$ cat config.mk
export PLATFORM = sky130hd
export DESIGN_NAME = sram_bist_master_flat
export DESIGN_NICKNAME = d
export VERILOG_FILES = /design/src/rtl/sram_bist_master_if.sv /design/src/rtl/sram_bist_master.sv /design/src/flat_wrapper.sv
export SDC_FILE = /design/constraint.sdc
export NUM_CORES = 1
export LEC_CHECK = 0
export CAP_MARGIN = 10
export CORE_MARGIN = 4
export CORE_UTILIZATION = 48
export CTS_BUF_LIST = sky130_fd_sc_hd__clkbuf_8 sky130_fd_sc_hd__clkbuf_16
export CTS_CLUSTER_SIZE = 16
export DETAILED_ROUTE_END_ITERATION = 6
export HOLD_SLACK_MARGIN = 0.05
export PLACE_DENSITY = 0.76
export SYNTH_ARGS = -nofsm -noshare
export SYNTH_HDL_FRONTEND = slang
export SYNTH_SLANG_ARGS = --single-unit
$ cat constraint.sdc
create_clock -name clk -period 2.7 [get_ports clk]
set_input_delay 0.54 -clock clk [delete_from_list [all_inputs] [get_ports clk]]
set_output_delay 0.54 -clock clk [all_outputs]
set_load 0.02 [all_outputs]
$ cat src/rtl/sram_bist_master_if.sv
// sram_bist_master_if: request/acknowledge bus between the BIST master and the SRAM controller
//    req, wr_en, addr, wdata : request side, driven by the master
//    ack, rdata              : acknowledge side, driven by the controller (rdata valid with ack on a read)
interface sram_bist_master_if #(
   parameter int ADDR_WIDTH = 8,
   parameter int DATA_WIDTH = 16
);
   logic                  req;
   logic                  wr_en;
   logic [ADDR_WIDTH-1:0] addr;
   logic [DATA_WIDTH-1:0] wdata;
   logic                  ack;
   logic [DATA_WIDTH-1:0] rdata;
   modport master (output req, wr_en, addr, wdata, input ack, rdata);
   modport slave  (input req, wr_en, addr, wdata, output ack, rdata);
endinterface

$ cat src/rtl/sram_bist_master.sv
// sram_bist_master: writes seed ^ replicated-address over an address window, reads it back and compares
//    clk, rst            : clock, asynchronous active-high reset
//    i_start             : 1-cycle pulse, latches i_base/i_last/i_seed when not busy
//    i_base, i_last      : inclusive address window, walked upward modulo 2^ADDR_WIDTH
//    i_seed              : pattern seed
//    bus                 : request/acknowledge bus to the SRAM controller
//    o_busy, o_done      : test running / finished (done held until the next accepted start)
//    o_pass, o_timeout   : clean result / aborted on a missing acknowledge
//    o_err_cnt           : saturating miscompare count
//    o_first_err_addr    : address of the first miscompare
module sram_bist_master #(
   parameter int ADDR_WIDTH = 8,
   parameter int DATA_WIDTH = 16,
   parameter int TIMEOUT    = 64,
   parameter int ERR_WIDTH  = 8
) (
   input  logic                  clk,
   input  logic                  rst,
   input  logic                  i_start,
   input  logic [ADDR_WIDTH-1:0] i_base,
   input  logic [ADDR_WIDTH-1:0] i_last,
   input  logic [DATA_WIDTH-1:0] i_seed,
   sram_bist_master_if.master    bus,
   output logic                  o_busy,
   output logic                  o_done,
   output logic                  o_pass,
   output logic                  o_timeout,
   output logic [ERR_WIDTH-1:0]  o_err_cnt,
   output logic [ADDR_WIDTH-1:0] o_first_err_addr
);
   localparam int TW = $clog2(TIMEOUT);
   typedef enum logic [2:0] {IDLE, WR_REQ, WR_GAP, RD_REQ, RD_GAP, DONE} state_t;
   state_t                r_state, w_next;
   logic [ADDR_WIDTH-1:0] r_base, r_last, r_addr, r_first;
   logic [DATA_WIDTH-1:0] r_seed, w_pat;
   logic [TW-1:0]         r_tmo;
   logic [ERR_WIDTH-1:0]  r_err;
   logic                  r_timeout;
   logic                  w_req, w_hit, w_ack, w_start, w_end;
   // pattern bit i uses address bit i mod ADDR_WIDTH: the address repeated from the LSB up
   for (genvar g = 0; g < DATA_WIDTH; g++) begin : g_pat
      assign w_pat[g] = r_seed[g] ^ r_addr[g % ADDR_WIDTH];
   end
   assign w_req   = (r_state == WR_REQ) || (r_state == RD_REQ);
   // r_tmo counts request cycles already spent; the last allowed cycle aborts and ignores any ack
   assign w_hit   = r_tmo == TW'(TIMEOUT - 1);
   assign w_ack   = bus.ack && !w_hit;
   assign w_start = i_start && ((r_state == IDLE) || (r_state == DONE));
   assign w_end   = r_addr == r_last;
   always_comb begin
      w_next = r_state;
      case (r_state)
         IDLE, DONE: w_next = i_start ? WR_REQ : r_state;
         WR_REQ:     w_next = w_hit ? DONE : w_ack ? WR_GAP : WR_REQ;
         WR_GAP:     w_next = w_end ? RD_REQ : WR_REQ;
         RD_REQ:     w_next = w_hit ? DONE : w_ack ? RD_GAP : RD_REQ;
         RD_GAP:     w_next = w_end ? DONE : RD_REQ;
         default:    w_next = IDLE;
      endcase
   end
   always_ff @(posedge clk or posedge rst)
      if (rst) r_state <= IDLE;
      else     r_state <= w_next;
   always_ff @(posedge clk or posedge rst)
      if (rst) begin
         r_base    <= '0;
         r_last    <= '0;
         r_seed    <= '0;
         r_addr    <= '0;
         r_first   <= '0;
         r_err     <= '0;
         r_tmo     <= '0;
         r_timeout <= 1'b0;
      end else begin
         r_tmo <= (w_req && w_next == r_state) ? r_tmo + 1'b1 : '0;
         if (w_start) begin
            r_base    <= i_base;
            r_last    <= i_last;
            r_seed    <= i_seed;
            r_addr    <= i_base;
            r_first   <= '0;
            r_err     <= '0;
            r_timeout <= 1'b0;
         end
         if (w_req && w_hit) r_timeout <= 1'b1;
         if (r_state == RD_REQ && w_ack && bus.rdata != w_pat) begin
            if (r_err == '0) r_first <= r_addr;
            if (!(&r_err)) r_err <= r_err + 1'b1;
         end
         if (r_state == WR_GAP) r_addr <= w_end ? r_base : r_addr + 1'b1;
         if (r_state == RD_GAP && !w_end) r_addr <= r_addr + 1'b1;
      end
   assign bus.req          = w_req;
   assign bus.wr_en        = r_state == WR_REQ;
   assign bus.addr         = r_addr;
   assign bus.wdata        = (r_state == WR_REQ) ? w_pat : '0;
   assign o_busy           = (r_state != IDLE) && (r_state != DONE);
   assign o_done           = r_state == DONE;
   assign o_pass           = o_done && (r_err == '0) && !r_timeout;
   assign o_timeout        = r_timeout;
   assign o_err_cnt        = r_err;
   assign o_first_err_addr = r_first;
endmodule

$ cat src/flat_wrapper.sv
// flat-port wrapper written by rule: the top's interface ports become plain ports
module sram_bist_master_flat 
#(
   parameter int ADDR_WIDTH = 8,
   parameter int DATA_WIDTH = 16,
   parameter int TIMEOUT    = 64,
   parameter int ERR_WIDTH  = 8
)
  (clk, rst, i_start, i_base, i_last, i_seed, o_busy, o_done, o_pass, o_timeout, o_err_cnt, o_first_err_addr, bus_req, bus_wr_en, bus_addr, bus_wdata, bus_ack, bus_rdata);
  sram_bist_master_if #(.ADDR_WIDTH(ADDR_WIDTH), .DATA_WIDTH(DATA_WIDTH)) bus_i ();
  input  logic clk;
  input  logic rst;
  input  logic i_start;
  input  logic [ADDR_WIDTH-1:0] i_base;
  input  logic [ADDR_WIDTH-1:0] i_last;
  input  logic [DATA_WIDTH-1:0] i_seed;
  output logic o_busy;
  output logic o_done;
  output logic o_pass;
  output logic o_timeout;
  output logic [ERR_WIDTH-1:0] o_err_cnt;
  output logic [ADDR_WIDTH-1:0] o_first_err_addr;
  output wire logic [$bits(bus_i.req)-1:0] bus_req;
  output wire logic [$bits(bus_i.wr_en)-1:0] bus_wr_en;
  output wire logic [$bits(bus_i.addr)-1:0] bus_addr;
  output wire logic [$bits(bus_i.wdata)-1:0] bus_wdata;
  input wire logic [$bits(bus_i.ack)-1:0] bus_ack;
  input wire logic [$bits(bus_i.rdata)-1:0] bus_rdata;
  assign bus_req = bus_i.req;
  assign bus_wr_en = bus_i.wr_en;
  assign bus_addr = bus_i.addr;
  assign bus_wdata = bus_i.wdata;
  assign bus_i.ack = bus_ack;
  assign bus_i.rdata = bus_rdata;
  sram_bist_master #(.ADDR_WIDTH(ADDR_WIDTH), .DATA_WIDTH(DATA_WIDTH), .TIMEOUT(TIMEOUT), .ERR_WIDTH(ERR_WIDTH)) u_core (.clk(clk), .rst(rst), .i_start(i_start), .i_base(i_base), .i_last(i_last), .i_seed(i_seed), .bus(bus_i), .o_busy(o_busy), .o_done(o_done), .o_pass(o_pass), .o_timeout(o_timeout), .o_err_cnt(o_err_cnt), .o_first_err_addr(o_first_err_addr));
endmodule
==> metrics, run 1 <==
DIE WIDTH=96.6 µm; share of cells above drive strength 1=0.139; Die H=96.6 µm; Max Transition Viols Final=0; first drt pass iteration count=5; final WL=9470 µm; Logic pwr share=0.529; final hold viol count=0; slowest cell on the critical path=clkdlybuf4s50_1; Area Overhead vs Synth=34.4%; hold_buf cts=0; post-route clock period utilization=0.934; switching share of power=0.415; WP data required=2980 ps; TritonCTS clock tree=done; WS Path Type=input pin to register; worst-path maximum fanout=8; drt wl/cell=16.2 µm; Setup WS pre-CTS=-183 ps; clock root buffer=clkbuf_8; count of cell types in the netlist=51; Synth Area per Inst=9.95 µm²; DR vias/cell=5.40; post-route cell area=5070 µm²; power per cell area=1140 nW/µm²; fmax=0.396 GHz; Detail Placement HPWL=6960 µm; clock share of power=0.149; # setup viols final=0; I/O Buffers=97; via count=3151; total clock sinks=66; P_int=0.00337 W; number of synthesized flops with an enable pin=0; number of DRC markers in iteration 0=204; Final Net Count=532; remaining global-route overflow=0; fin crit period=2520 ps; H-tree depth=3; TritonCTS buffer count=9; initial antenna violation count=0; die area=9340 µm²; skew final=10.8 ps; WP data arrival=2800 ps; r2r setup slk=250 ps; Final GP Congestion=0.838; post-synthesis register bit count=66; RSZ-0062 raised after global routing=false; most frequent cells in the layout=79 x clkdlybuf4s50_1, 65 x dfrtp_1, 36 x nor2_1, 30 x mux2_2; share of synthesized registers carrying an async set or reset=1.00; post-synthesis instance area=3770 µm²; vias in the first global route=3192; slew margin rel.=0.622; Ports=98; Residual DRC=0; Ant. Diodes=0; syn_nets=435; CTS Buffer Depth=2; Top FF cell, synth=dfrtp_1; Yosys warning total=0; Psw=0.00239 W; Final Non-Filler Cells=583; core area=7690 µm²; sequential fraction of the synthesis area=0.438; Worst setup SP type=input pin; post-synthesis instance total=379; commonest non-fill, non-tap cell in the layout=clkdlybuf4s50_1; clock slew at reported path FFs=80 ps; final setup margin=178 ps; setup TNS=0 ps; sequential power share=0.321; fillers=633; post-detailed-route count of antenna-violating nets=0; sequence of cells on the critical path=clkdlybuf4s50_1 > xor2_1 > or3_1 > a221o_1 > o31ai_4 > or2_1 > mux2i_1; Hold Path Class=register to register; largest net degree at the start of global routing=43; Clock Latency Late Sink=350 ps; worst-margin pin slew=566 ps; FP Rows=32; GRT Resource Usage Total=0.202; leakage power=2.22 nW; initial core utilization=0.491; placed cells=567; crit end category=register; first-pass GRT wire length=15400 µm; MaxCap Viol Count=0; Cell Area, Placed=4870 µm²; crit-path max cell delay=420 ps; status=complete, no violations; Max VDD drop=0.738 mV
[logic make-up (layout without fill, tap and decap cells)]
group | after synthesis | count (layout) | synth area share
multiplexers | 41 | 41 | 0.119
buffers and inverters | 46 | 148 | 0.0511
AO/OA/AOI/OAI | 55 | 55 | 0.102
flip-flops | 66 | 66 | 0.438
adder cells (fa/ha/maj) | 4 | 4 | 0.0133
XOR/XNOR | 46 | 46 | 0.121
AND/OR/NAND/NOR | 121 | 121 | 0.155
[worst paths after layout]
path                                         start             endpoint  cells past startpoint
worst min register to register     u_core.r_tmo[0]      u_core.r_tmo[0]                      1
min in group asynchronous                      rst  u_core.o_err_cnt[7]                      2
worst max-delay path                  bus_rdata[1]  u_core.o_err_cnt[1]                      7
worst max register to register  u_core.bus.addr[4]   u_core.bus.addr[6]                      6
max in group asynchronous                      rst   u_core.bus.addr[3]                      3
worst min-delay path               u_core.r_tmo[0]      u_core.r_tmo[0]                      1
[metrics by stage]
| step | util | power (W) | hold WS, ps |
|---|---|---|---|
| detailed placement | 0.634 | 0.00501 | 463 |
| global placement | 0.634 | 0.00495 | 447 |
| finish | 0.659 | 0.00576 | 471 |
| floorplan | - | 0.00385 | 433 |
| CTS | 0.658 | 0.00580 | 473 |
| global route | 0.659 | 0.00616 | 495 |
[cell usage after synthesis, drive strengths merged (2+ instances only)]
library cell / instances / share of area
a221o: 2 / 0.0053
a31oi: 5 / 0.0083
nand2: 27 / 0.027
nor2: 37 / 0.037
and3: 7 / 0.012
nor3: 12 / 0.016
o211ai: 2 / 0.0040
or3: 4 / 0.0066
inv: 21 / 0.021
ha: 4 / 0.013
nand2b: 8 / 0.013
buf: 11 / 0.016
a222oi: 3 / 0.0080
nor4: 3 / 0.0050
o22ai: 4 / 0.0066
a21oi: 5 / 0.0066
nor2b: 3 / 0.0050
clkbuf: 14 / 0.014
o31ai: 2 / 0.0076
a311o: 2 / 0.0053
xor2: 15 / 0.035
xnor2: 27 / 0.063
o21ai: 18 / 0.024
dfrtp: 66 / 0.44
or2: 3 / 0.0050
xnor3: 4 / 0.024
mux2i: 11 / 0.029
a31o: 2 / 0.0046
nand3: 8 / 0.011
a221oi: 2 / 0.0046
mux2: 30 / 0.090
nand4: 3 / 0.0050
[timing repair]
| item | CTS | global route |
|---|---|---|
| resized for setup | 15 | 4 |
| buffers inserted | 0 | 0 |
| endpoints found under the hold margin | 0 | 0 |
| setup endpoints to repair | 15 | 3 |
[registers in the layout, summed over array words and instances, names as in the netlist]
name	flops
u_core.r_state	3
u_core.r_base	8
u_core.o_timeout	1
u_core.bus.addr	8
u_core.r_last	8
u_core.r_seed	16
u_core.r_tmo	6
u_core.o_first_err_addr	8
u_core.o_err_cnt	8
[area by class of cell]
class / instances / area (µm²) / area share
clock buffers: 11 / 151 / 0.0299
flip-flops and latches: 66 / 1650 / 0.326
inverters: 21 / 78.8 / 0.0156
clock inverters: 5 / 53.8 / 0.0106
well taps: 102 / 128 / 0.0252
repair buffers: 111 / 1080 / 0.213
multi-input cells: 267 / 1930 / 0.380
[power by group through the flow]
| stage | clock [W] | combinational, W | sequential, W |
|---|---|---|---|
| floorplan | 0 | 0.00206 | 0.00178 |
| global placement | 0 | 0.00310 | 0.00185 |
| detailed placement | 0 | 0.00315 | 0.00186 |
| CTS | 0.000883 | 0.00307 | 0.00185 |
| global route | 0.000929 | 0.00332 | 0.00191 |
| finish | 0.000861 | 0.00305 | 0.00185 |
[routing by layer]
metal  GRT usage  vias to the layer above  share of wire
li1            -                     1496              -
met1       0.254                     1516           0.43
met2       0.338                      123           0.49
met3      0.0483                       16          0.064
met4      0.0724                        0          0.018
met5           0                        -              0
[worst max-delay path, delay by kind of cell]
kind / cells / cell delay (ps)
compound gates: 2 / 760
simple gates: 2 / 720
buf+inv: 1 / 420
mux: 1 / 220
xor+xnor: 1 / 160
Power figures use the tool's default switching activity.
==> inputs of run 2 (changes only) <==
- CORE_UTILIZATION: 48 -> 32
- PLACE_DENSITY: 0.76 -> 0.53
==> metrics, run 2 (synthesized netlist as in run 1, its figures left out) <==
hold_buf cts=0; worst-path maximum fanout=10; final WL=9900 µm; clock slew at reported path FFs=60 ps; Post-CTS Setup Bufs=0; RSZ-0062 raised after global routing=false; switching share of power=0.391; Max VDD drop=0.573 mV; post-route cell area=5270 µm²; max reg flops=16; Ports=98; r2r setup slk=400 ps; Area Overhead vs Synth=39.7%; skew final=8.23 ps; Die H=117 µm; setup TNS=0 ps; via count=3056; Max Transition Viols Final=0; worst hold margin=460 ps; clock root buffer=clkbuf_16; Cell Area, Placed=4970 µm²; remaining global-route overflow=0; Logic pwr share=0.506; clock share of power=0.204; power per cell area=1170 nW/µm²; WP data arrival=2000 ps; Detail Placement HPWL=7290 µm; MaxCap Viol Count=0; sequential power share=0.290; first-pass GRT wire length=15900 µm; leakage power=2.28 nW; Ant. Diodes=0; fin crit period=2540 ps; WS Path Type=register to output port; initial core utilization=0.329; # setup viols final=0; drt wl/cell=15.8 µm; Worst setup SP type=register; fmax=0.394 GHz; initial antenna violation count=0; CTS Buffer Depth=2; sequence of cells on the critical path=nand2b_1 > inv_1 > or3_1 > clkdlybuf4s50_1; worst-margin pin slew=529 ps; Final Net Count=536; largest net degree at the start of global routing=67; total clock sinks=66; status=complete, no violations; crit end category=output port; TritonCTS clock tree=done; first drt pass iteration count=5; final hold viol count=0; FP Rows=39; crit-path max cell delay=550 ps; post-route clock period utilization=0.940; Clock Latency Late Sink=330 ps; GRT Resource Usage Total=0.150; DIE WIDTH=117 µm; most frequent cells in the layout=79 x clkdlybuf4s50_1, 66 x dfrtp_1, 36 x nor2_1, 30 x mux2_2; core area=11500 µm²; H-tree depth=3; TritonCTS buffer count=9; Residual DRC=0; post-detailed-route count of antenna-violating nets=0; share of cells above drive strength 1=0.142; Psw=0.00242 W; number of DRC markers in iteration 0=114; DR vias/cell=4.87; I/O Buffers=97; die area=13600 µm²; P_int=0.00377 W; vias in the first global route=3095; commonest non-fill, non-tap cell in the layout=clkdlybuf4s50_1; Hold Path Class=register to register; WP data required=2160 ps; fin util=0.460; slew margin rel.=0.647; most flop-heavy register=u_core.r_seed; slowest cell on the critical path=clkdlybuf4s50_1; Final GP Congestion=0.779
run 2: cell types whose count changed in the layout (fill, tap and decap cells not counted), sizes merged:
cell,delta
inv,+1
dlymetal6s2s,-2
clkinv,-1
clkbuf,-1
bufinv,+1
dlygate4sd2,+2
buf,+4
run 2: metrics by stage:
stage / power [W] / std cells / worst slack (ps)
floorplan: 0.00385 / 379 / 427
global placement: 0.00508 / 612 / -79.5
detailed placement: 0.00510 / 612 / -131
CTS: 0.00628 / 628 / 43.9
global route: 0.00663 / 628 / 78.4
finish: 0.00618 / 628 / 163
run 2: worst max-delay path: cells and delay by family (launching register included):
| kind | cells | cell delay [ps] |
|---|---|---|
| buf+inv | 2 | 640 |
| simple gates | 2 | 530 |
| flops | 1 | 490 |
run 2: power groups by stage:
stage	sequential, W	combinational [W]	clock, W
6_report	0.00179	0.00313	0.00126
5_1_grt	0.00186	0.00344	0.00133
4_1_cts	0.00181	0.00319	0.00129
3_5_place_dp	0.00182	0.00327	0
3_3_place_gp	0.00182	0.00326	0
2_1_floorplan	0.00178	0.00206	0
run 2: final cells by class:
class,count,area (µm²)
fill,1122,6200
multi-input combinational,267,1930
sequential,66,1650
timing repair buffer,115,1110
clock buffer,10,239
tap,143,179
clock inverter,6,82.6
inverter,21,78.8
run 2: path summary, 6_finish.rpt:
path | from | endpoint | depth (start not counted)
max in group asynchronous | rst | u_core.r_state[0] | 3
worst min-delay path | u_core.r_tmo[0] | u_core.r_tmo[0] | 1
worst min register to register | u_core.r_tmo[0] | u_core.r_tmo[0] | 1
worst max register to register | u_core.r_seed[1] | u_core.o_err_cnt[0] | 6
worst max-delay path | u_core.r_state[2] | o_busy | 4
min in group asynchronous | rst | u_core.r_tmo[4] | 3
run 2: metal layers:
| metal | wire [µm] | global-route usage |
|---|---|---|
| met1 | 4630 | 0.206 |
| met2 | 4580 | 0.236 |
| met3 | 608 | 0.0409 |
| met4 | 82 | 0.0390 |
| met5 | 0 | 0 |
run 2: what timing repair did:
item | in CTS | in global routing
pin swaps | 0 | 0
resized for setup | 17 | 1
setup endpoints to repair | 17 | 1
hold endpoints to repair | 0 | 0
